[config.mk]
export PLATFORM = sky130hd
export DESIGN_NAME = mult8_seq_ctrl_flat
export DESIGN_NICKNAME = d
export VERILOG_FILES = /design/src/rtl/mult8_seq_ctrl_pkg.sv /design/src/rtl/mult8_seq_ctrl_if.sv /design/src/rtl/mult8_seq_ctrl_array_mult.sv /design/src/rtl/mult8_seq_ctrl.sv /design/src/flat_wrapper.sv
export SDC_FILE = /design/constraint.sdc
export NUM_CORES = 1
export LEC_CHECK = 0
export BUFFER_PORTS_ARGS = -buffer_cell sky130_fd_sc_hd__buf_2
export CAP_MARGIN = 20
export CORE_ASPECT_RATIO = 1.1
export CORE_MARGIN = 5
export CORE_UTILIZATION = 35
export CTS_CLUSTER_SIZE = 10
export DETAILED_ROUTE_END_ITERATION = 8
export HOLD_SLACK_MARGIN = 0.12
export PLACE_DENSITY_LB_ADDON = 0.05
export SLEW_MARGIN = 20
export SYNTH_ARGS = -nofsm -noshare
export SYNTH_HDL_FRONTEND = slang
export SYNTH_HIERARCHICAL = 1
export SYNTH_SLANG_ARGS = --single-unit
[constraint.sdc]
create_clock -name clk -period 5.9 [get_ports clk]
set_input_delay 0 -clock clk [delete_from_list [all_inputs] [get_ports clk]]
set_output_delay 0 -clock clk [all_outputs]
set_load 0.1 [all_outputs]
[src/rtl/mult8_seq_ctrl_pkg.sv]
// Shared types and constants for the sequential 8x8 multiplier controller.
package mult_pkg;

  localparam int NIB_W = 4;
  localparam int OP_W  = 8;
  localparam int P_W   = 16;

  typedef enum logic [1:0] {
    IDLE = 2'd0,
    MUL  = 2'd1,
    DONE = 2'd2
  } state_t;

  // Partial-product shift for each step: lo*lo, hi*lo, lo*hi, hi*hi.
  function automatic logic [3:0] step_shift(input logic [1:0] step);
    case (step)
      2'd0:    step_shift = 4'd0;
      2'd1:    step_shift = 4'd4;
      2'd2:    step_shift = 4'd4;
      default: step_shift = 4'd8;
    endcase
  endfunction

endpackage

[src/rtl/mult8_seq_ctrl_if.sv]
// Operand/result handshake bundle between producer, multiplier and consumer.
interface mult8_seq_ctrl_if import mult_pkg::*; ();

  logic              in_valid;
  logic              in_ready;
  logic [OP_W-1:0]   a;
  logic [OP_W-1:0]   b;
  logic              out_valid;
  logic              out_ready;
  logic [P_W-1:0]    p;

  // Environment side: supplies operands, consumes the product.
  modport master (
    output in_valid, a, b, out_ready,
    input  in_ready, out_valid, p
  );

  // Multiplier side.
  modport slave (
    input  in_valid, a, b, out_ready,
    output in_ready, out_valid, p
  );

endinterface

[src/rtl/mult8_seq_ctrl_array_mult.sv]
// 4x4 unsigned combinational array multiplier (shifted AND rows summed).
module array_multiplier_4_bits (
  input  logic [3:0] A,
  input  logic [3:0] B,
  output logic [7:0] P
);

  logic [7:0] row0, row1, row2, row3;

  // Form the four shifted partial-product rows and add them.
  always_comb begin
    row0 = {4'b0000, A & {4{B[0]}}};
    row1 = {3'b000,  A & {4{B[1]}}, 1'b0};
    row2 = {2'b00,   A & {4{B[2]}}, 2'b00};
    row3 = {1'b0,    A & {4{B[3]}}, 3'b000};
    P    = row0 + row1 + row2 + row3;
  end

endmodule

[src/rtl/mult8_seq_ctrl.sv]
// Sequential 8x8 unsigned multiplier: one shared 4x4 array, four steps,
// valid/ready on both sides, synchronous flush and optional zero bypass.
module mult8_seq_ctrl
  import mult_pkg::*;
#(
  parameter bit SKIP_ZERO = 1'b1
) (
  input  logic              clk,
  input  logic              rst,
  mult8_seq_ctrl_if.slave   bus,
  input  logic              flush,
  output logic              busy
);

  state_t             state_q, state_d;
  logic [1:0]         step_q, step_d;
  logic [OP_W-1:0]    a_q, a_d, b_q, b_d;
  logic [P_W-1:0]     acc_q, acc_d, p_q, p_d;

  logic [NIB_W-1:0]   mul_a, mul_b;
  logic [2*NIB_W-1:0] pp;
  logic [P_W-1:0]     pp_sh, sum;

  array_multiplier_4_bits u_mul (
    .A(mul_a),
    .B(mul_b),
    .P(pp)
  );

  // Pick the nibble pair for this step and align its product into the sum.
  always_comb begin
    mul_a = step_q[0] ? a_q[OP_W-1:NIB_W] : a_q[NIB_W-1:0];
    mul_b = step_q[1] ? b_q[OP_W-1:NIB_W] : b_q[NIB_W-1:0];
    pp_sh = P_W'(pp) << step_shift(step_q);
    sum   = acc_q + pp_sh;
  end

  // Next-state logic; flush overrides accept and completion.
  always_comb begin
    state_d = state_q;
    step_d  = step_q;
    a_d     = a_q;
    b_d     = b_q;
    acc_d   = acc_q;
    p_d     = p_q;
    if (flush) begin
      state_d = IDLE;
      step_d  = 2'd0;
    end else begin
      case (state_q)
        IDLE: begin
          if (bus.in_valid) begin
            a_d    = bus.a;
            b_d    = bus.b;
            acc_d  = '0;
            step_d = 2'd0;
            if (SKIP_ZERO && ((bus.a == '0) || (bus.b == '0))) begin
              p_d     = '0;
              state_d = DONE;
            end else begin
              state_d = MUL;
            end
          end
        end
        MUL: begin
          acc_d  = sum;
          step_d = step_q + 2'd1;
          if (step_q == 2'd3) begin
            p_d     = sum;
            state_d = DONE;
          end
        end
        DONE: begin
          if (bus.out_ready) state_d = IDLE;
        end
        default: state_d = IDLE;
      endcase
    end
  end

  // State, operand, accumulator and result registers.
  always_ff @(posedge clk or posedge rst) begin
    if (rst) begin
      state_q <= IDLE;
      step_q  <= 2'd0;
      a_q     <= '0;
      b_q     <= '0;
      acc_q   <= '0;
      p_q     <= '0;
    end else begin
      state_q <= state_d;
      step_q  <= step_d;
      a_q     <= a_d;
      b_q     <= b_d;
      acc_q   <= acc_d;
      p_q     <= p_d;
    end
  end

  assign bus.in_ready  = (state_q == IDLE);
  assign bus.out_valid = (state_q == DONE);
  assign bus.p         = p_q;
  assign busy          = (state_q == MUL);

endmodule

[src/flat_wrapper.sv]
// flat-port wrapper written by rule: the top's interface ports become plain ports
module mult8_seq_ctrl_flat import mult_pkg::*;
#(
  parameter bit SKIP_ZERO = 1'b1
)
  (clk, rst, flush, busy, bus_in_valid, bus_a, bus_b, bus_out_ready, bus_in_ready, bus_out_valid, bus_p);
  mult8_seq_ctrl_if bus_i ();
  input  logic clk;
  input  logic rst;
  input  logic flush;
  output logic busy;
  input wire logic [$bits(bus_i.in_valid)-1:0] bus_in_valid;
  input wire logic [$bits(bus_i.a)-1:0] bus_a;
  input wire logic [$bits(bus_i.b)-1:0] bus_b;
  input wire logic [$bits(bus_i.out_ready)-1:0] bus_out_ready;
  output wire logic [$bits(bus_i.in_ready)-1:0] bus_in_ready;
  output wire logic [$bits(bus_i.out_valid)-1:0] bus_out_valid;
  output wire logic [$bits(bus_i.p)-1:0] bus_p;
  assign bus_i.in_valid = bus_in_valid;
  assign bus_i.a = bus_a;
  assign bus_i.b = bus_b;
  assign bus_i.out_ready = bus_out_ready;
  assign bus_in_ready = bus_i.in_ready;
  assign bus_out_valid = bus_i.out_valid;
  assign bus_p = bus_i.p;
  mult8_seq_ctrl #(.SKIP_ZERO(SKIP_ZERO)) u_core (.clk(clk), .rst(rst), .bus(bus_i), .flush(flush), .busy(busy));
endmodule
Yosys cells after proc, flatten, opt, wreduce, memory -nomap -nowiden
Index checks and enable logic that the tools add are counted.
{"block": "op_classes", "shifts": 1, "n_addsub": 5, "eq_ne": 11, "n_reduce_logical": 13, "bitwise": 5, "n_mux": 18}
{"cell": "two-way mux 16 bit", "n": 4}
{"cell": "case mux 16 bit (2 select lines)", "n": 2}
{"cell": "adder 16 bit", "n": 1}
{"cell": "bitwise AND 4 bit", "n": 4}
{"cell": "zero test 8 bit", "n": 2}
{"cell": "left shift 8 x 4 -> 16 bit", "n": 1}
{"cell": "two-way mux 2 bit", "n": 7}
{"cell": "AND reduction 3 bit", "n": 3}
{"cell": "adder 7 x 7 -> 8 bit", "n": 1}
{"cell": "two-way mux 4 bit", "n": 2}
{"cell": "case mux 4 bit (2 select lines)", "n": 1}
{"cell": "adder 6 x 6 -> 7 bit", "n": 1}
{"cell": "adder 4 x 5 -> 6 bit", "n": 1}
{"cell": "== test 2 bit, second input constant", "n": 3}
{"cell": "!= test 3 bit, second input constant", "n": 2}
{"cell": "case mux 2 bit (3 select lines)", "n": 1}
{"cell": "AND reduction 5 bit", "n": 1}
{"cell": "== test 2 x 1 -> 1 bit, second input constant", "n": 2}
{"cell": "zero test 2 bit", "n": 2}
{"cell": "!= test 2 x 1 -> 1 bit, second input constant", "n": 2}
{"cell": "case mux 2 bit (2 select lines)", "n": 1}
{"cell": "!= test 3 x 2 -> 1 bit, second input constant", "n": 1}
{"cell": "nonzero test 3 bit", "n": 1}
{"cell": "adder 2 x 1 -> 2 bit, second input constant", "n": 1}
{"cell": "other kinds (6)", "n": 6}
{"block": "totals", "inputBits": 21, "elab_cells": 59, "register_bits": 52, "output_inout_bits": 19}

Depth between registers and ports, before layout
{"block": "logic_depth", "word_depth": 9, "mapped_depth": 19, "ltp_nobuf": 19}

By module
Netlist, hierarchy kept.
{"mod": "mult8_seq_ctrl", "cells_per_inst": 320, "seq_area_each_um2": 1301.2, "area_per_inst_um2": 3139.3, "instances": 1}
{"mod": "array_multiplier_4_bits", "cells_per_inst": 46, "seq_area_each_um2": 0.0, "area_per_inst_um2": 402.9, "instances": 1}

Worst setup path before layout
OpenSTA, ideal clock, no wires.
{"block": "synth_path", "kind": "register to register", "start": "register u_core.step_q[0]", "end": "register u_core.acc_q[15]", "t_required_ns": 5.776, "n_path_buf": 0, "setup_slack_ns": 1.323, "t_arrival_ns": 4.454, "synth_period_minus_slack_ns": 4.577, "stages_incl_launch_ff": 19, "setup_ns": 0.124, "cell_sequence": "dfrtp_1 mux2_2 nand2_1 fa_1 inv_1 ha_1 fa_1 ha_1 fa_1 a21o_1 a21o_1 mux2i_1 nor2_1 ha_1 nand4_1 a21oi_1 a21oi_2 o2111a_1 a211o_1"}
{"block": "synth_between", "elab_chain_cells": 8, "elab_cells_between_ends": 16, "classes_between": "4 x add/sub; 2 x eq/ne; 1 x shift; 3 x mux; 4 x bitwise; 2 x reduce/logical"}
{"item": "start: declaration", "line": "mult8_seq_ctrl.sv:16", "rtl": "logic [1:0] step_q, step_d;"}
{"item": "start signal: assignment", "line": "mult8_seq_ctrl.sv:92", "rtl": "step_q <= step_d;"}
{"item": "two-way mux 4 bit (*)", "line": "mult8_seq_ctrl.sv:32", "rtl": "mul_a = step_q[0] ? a_q[OP_W-1:NIB_W] : a_q[NIB_W-1:0];"}
{"item": "via u_core.mul_a[2]", "line": "mult8_seq_ctrl.sv:20", "rtl": "logic [NIB_W-1:0] mul_a, mul_b;"}
{"item": "bitwise AND 4 bit (on tied branches)", "line": "mult8_seq_ctrl_array_mult.sv:12, mult8_seq_ctrl_array_mult.sv:13"}
{"item": "adder 4 x 5 -> 6 bit", "line": "mult8_seq_ctrl_array_mult.sv:16", "rtl": "P = row0 + row1 + row2 + row3;"}
{"item": "adder 6 x 6 -> 7 bit", "line": "mult8_seq_ctrl_array_mult.sv:16"}
{"item": "adder 7 x 7 -> 8 bit (*)", "line": "mult8_seq_ctrl_array_mult.sv:16"}
{"item": "via u_core.pp[7]", "line": "mult8_seq_ctrl.sv:21", "rtl": "logic [2*NIB_W-1:0] pp;"}
{"item": "left shift 8 x 4 -> 16 bit (*)", "line": "mult8_seq_ctrl.sv:34", "rtl": "pp_sh = P_W'(pp) << step_shift(step_q);"}
{"item": "adder 16 bit (*)", "line": "mult8_seq_ctrl.sv:35", "rtl": "sum = acc_q + pp_sh;"}
{"item": "case mux 16 bit (2 select lines) (*)", "line": "mult8_seq_ctrl.sv:50", "rtl": "case (state_q)"}
{"item": "end signal: assignment", "line": "mult8_seq_ctrl.sv:88", "rtl": "acc_q <= '0;"}
{"item": "end signal: assignment", "line": "mult8_seq_ctrl.sv:95", "rtl": "acc_q <= acc_d;"}
{"item": "end: declaration", "line": "mult8_seq_ctrl.sv:18", "rtl": "logic [P_W-1:0] acc_q, acc_d, p_q, p_d;"}
Mark *: on every way through the listed nets, which the timed path passes. The rest lies on a longest branch.
A chain may end at the register's enable or synchronous reset.

Worst setup path in the final report
{"block": "layout_path", "start": "register u_core.step_q[0]", "end": "register u_core.acc_q[14]"}
The elaborated chain is that of the path after synthesis.

==> impl_metrics.ini <==
[timing]
fmax_mhz = 194
fin_skew_ps = 8.43
rsz0062_at_grt = false
finalCriticalPeriod_ps = 5150
hold_viol_final = 0
slew_headroom_pct = 31.6
finalCritPeriodShare_pct = 87.3
setup_viol = 0
slew_viol_final = 0
tightestPinTransition_ps = 1030
tns_ps = 0

[routing]
drtAntennaViolNets = 0
post-route-drc-count = 0
top_layer_used = met4
post_drt_wl_per_cell_um = 16.8
via_per_inst = 5.21
drt_first_pass_iters = 4
vias = 2821
wirelength_um = 9090
wl_met2_um = 4540
drtIter0Drc = 110
wl_met1_um = 4150
wl_met3_um = 261

[final_layout]
diodes = 0
postLayoutCoreUtil_pct = 41.7
layout-drive-gt1-share_pct = 20.0
syn_to_final_growth_pct = 16.5
layout_commonest_cell = nand2_1
multi_input_area_um2 = 2120
regArea_um2 = 1300
final_cell_mix = 53 x nand2_1, 52 x dfrtp_1, 39 x buf_2
fillers = 990
fin_area_um2 = 4130
fin_cells = 541
fin_nets = 472

[worst_setup_path]
path_cells = mux2_2 -> nand2_1 -> fa_1 -> inv_1 -> ha_1 -> fa_1 -> ha_1 -> fa_1 -> a21o_1 -> a21o_1 -> mux2i_1 -> nor2_1 -> ha_1 -> a21oi_1 -> o21ai_0 -> nor2b_1 -> nor4_1 -> o41ai_1
cp.arrival_ps = 5310
slowest_delay_ps = 500
critPathCaptureType = flip-flop
cpMaxStageDelayCell = dfrtp_1
start_kind = flip-flop
r2r_end = u_core/acc_q[14]
r2r_setup_slack_ps = 750
worstPathRequired_ps = 6060
path_max_fanout = 7
path_delay_family = adder cells
crit_buf_inv = 1
reg2reg_from = u_core/step_q[0]
reg2regPathDepth = 18
path_class = flip-flop to flip-flop

[synth]
ys_seq_area_share_pct = 36.7
syn_inst = 366
synth_area_per_cell_um2 = 9.68
yosysWarnings = 6
synth_area_um2 = 3540
syn-num-nets = 418
yosys.cell_types.count = 57
synth_edf_count = 0
async_flop_share_pct = 100
ys_seq_elements = 52
ys.flop_type = dfrtp_1

[clocking]
tritoncts = done
cts_buffers = 5
post_cts_buffers = 0
clockBufferDepth = 2
clock-sinks = 52
clock_latency_ps = 310
clk_pin_slew_worst_paths_ps = 90
cts_max_level = 2
clockRootBuffer = clkbuf_8

[global_routing]
grt-ovfl-total = 0
grt_pass1_wl_um = 15800
grt_max_degree = 53
grt_pass1_vias = 3063
grt.total_usage_pct = 16.2
antenna_found_initial = 0

[placement]
portBuffers = 39
dp_hpwl_um = 6740
dp.cells = 512
placed_area_um2 = 3830
place.gp.congestion = 0.869

[run_status]
status = complete, no violations

[flow_run]
drv_cap = 0

[floorplan]
ioPinCount = 40
die_w_um = 106
core-area_um2 = 9890
initial_core_util_pct = 35.8
dieHeight_um = 116
dieArea_um2 = 12200
rows = 38

[worst_hold_path]
hp-class = primary input to async pin
## synth_stat cells, types with 2 or more instances
master	n	area share, %
a21oi_1	16	2.3
o31ai_1	14	3.0
fa_1	5	2.8
nor3_1	3	0.42
o21a_1	4	0.85
nor4_1	5	0.88
and2_1	14	2.5
o41ai_2	2	0.92
nand4_1	4	0.71
nand2_1	53	5.6
a21o_1	12	2.5
o21ai_0	15	2.1
a21oi_2	4	0.99
a22o_1	4	0.99
nor2_1	21	2.2
mux2_2	24	7.6
clkbuf_1	3	0.32
nand3_1	3	0.42
inv_1	13	1.4
nor2b_1	3	0.53
nand2b_1	3	0.53
o21ai_1	6	0.85
or3_1	3	0.53
xnor2_1	5	1.2
o41ai_1	2	0.49
mux2i_1	4	1.1
dfrtp_1	52	37
ha_1	26	9.2
buf_2	8	1.1
a211o_1	2	0.49
a211oi_1	3	0.64
xor2_1	5	1.2
## routing by layer
layer	track usage [%]	vias to the layer above
met5	0	-
met4	4.84	0
met3	2.67	9
met2	29.5	38
met1	19.8	1343
li1	-	1431
## timing repair
action	in CTS	in global routing
setup endpoints to repair	0	0
hold buffers	21	0
resized for setup	0	0
endpoints found under the hold margin	72	0
## tightest hold or removal path, stage by stage
cell and delay [ps]:
dlygate4sd3_1 530, buf_2 120, inv_2 30, buf_4 550
## flip-flops by register name, summed over array words and instances (netlist names)
register	cells
u_core/a_q	8
u_core/acc_q	16
u_core/b_q	8
u_core/bus.p	16
u_core/state_q	2
u_core/step_q	2
## area by class of cell
| class | count | area share (%) |
|---|---|---|
| tap | 120 | 3.64 |
| clock buffer | 8 | 2.18 |
| inverter | 14 | 1.27 |
| sequential | 52 | 31.5 |
| timing repair buffer | 61 | 10.0 |
| multi-input combinational | 286 | 51.4 |
## logic make-up (layout without fill, tap and decap cells)
kind of cell	after synthesis	after routing	synth area share, %
simple gates	118	118	15.7
compound gates	99	99	20.7
flops	52	52	36.7
fa+ha+maj	31	31	12.0
mux	28	28	8.76
buf+inv	28	83	3.57
xor+xnor	10	10	2.47
## how the worst max path moves through the flow
stage	start	endpoint	slack [ps]	depth (start not counted)
floorplan	u_core/step_q[0]	u_core/acc_q[15]	1320	18
global placement	u_core/step_q[0]	u_core/acc_q[14]	850	18
detailed placement	u_core/step_q[0]	u_core/acc_q[14]	800	18
CTS	u_core/step_q[0]	u_core/acc_q[14]	780	18
global route	u_core/step_q[0]	u_core/acc_q[14]	500	18
finish	u_core/step_q[0]	u_core/acc_q[14]	750	18
## stage by stage
stage,hold WS (ps),worst slack [ps]
after CTS,441,780
after global routing,466,502
after floorplan,152,1320
final,426,751
after global placement,241,849
after detailed placement,245,798
Power is left out: the tool's default activity adds up to more than one toggle a clock period on the data nets, which glitch-free logic cannot reach.
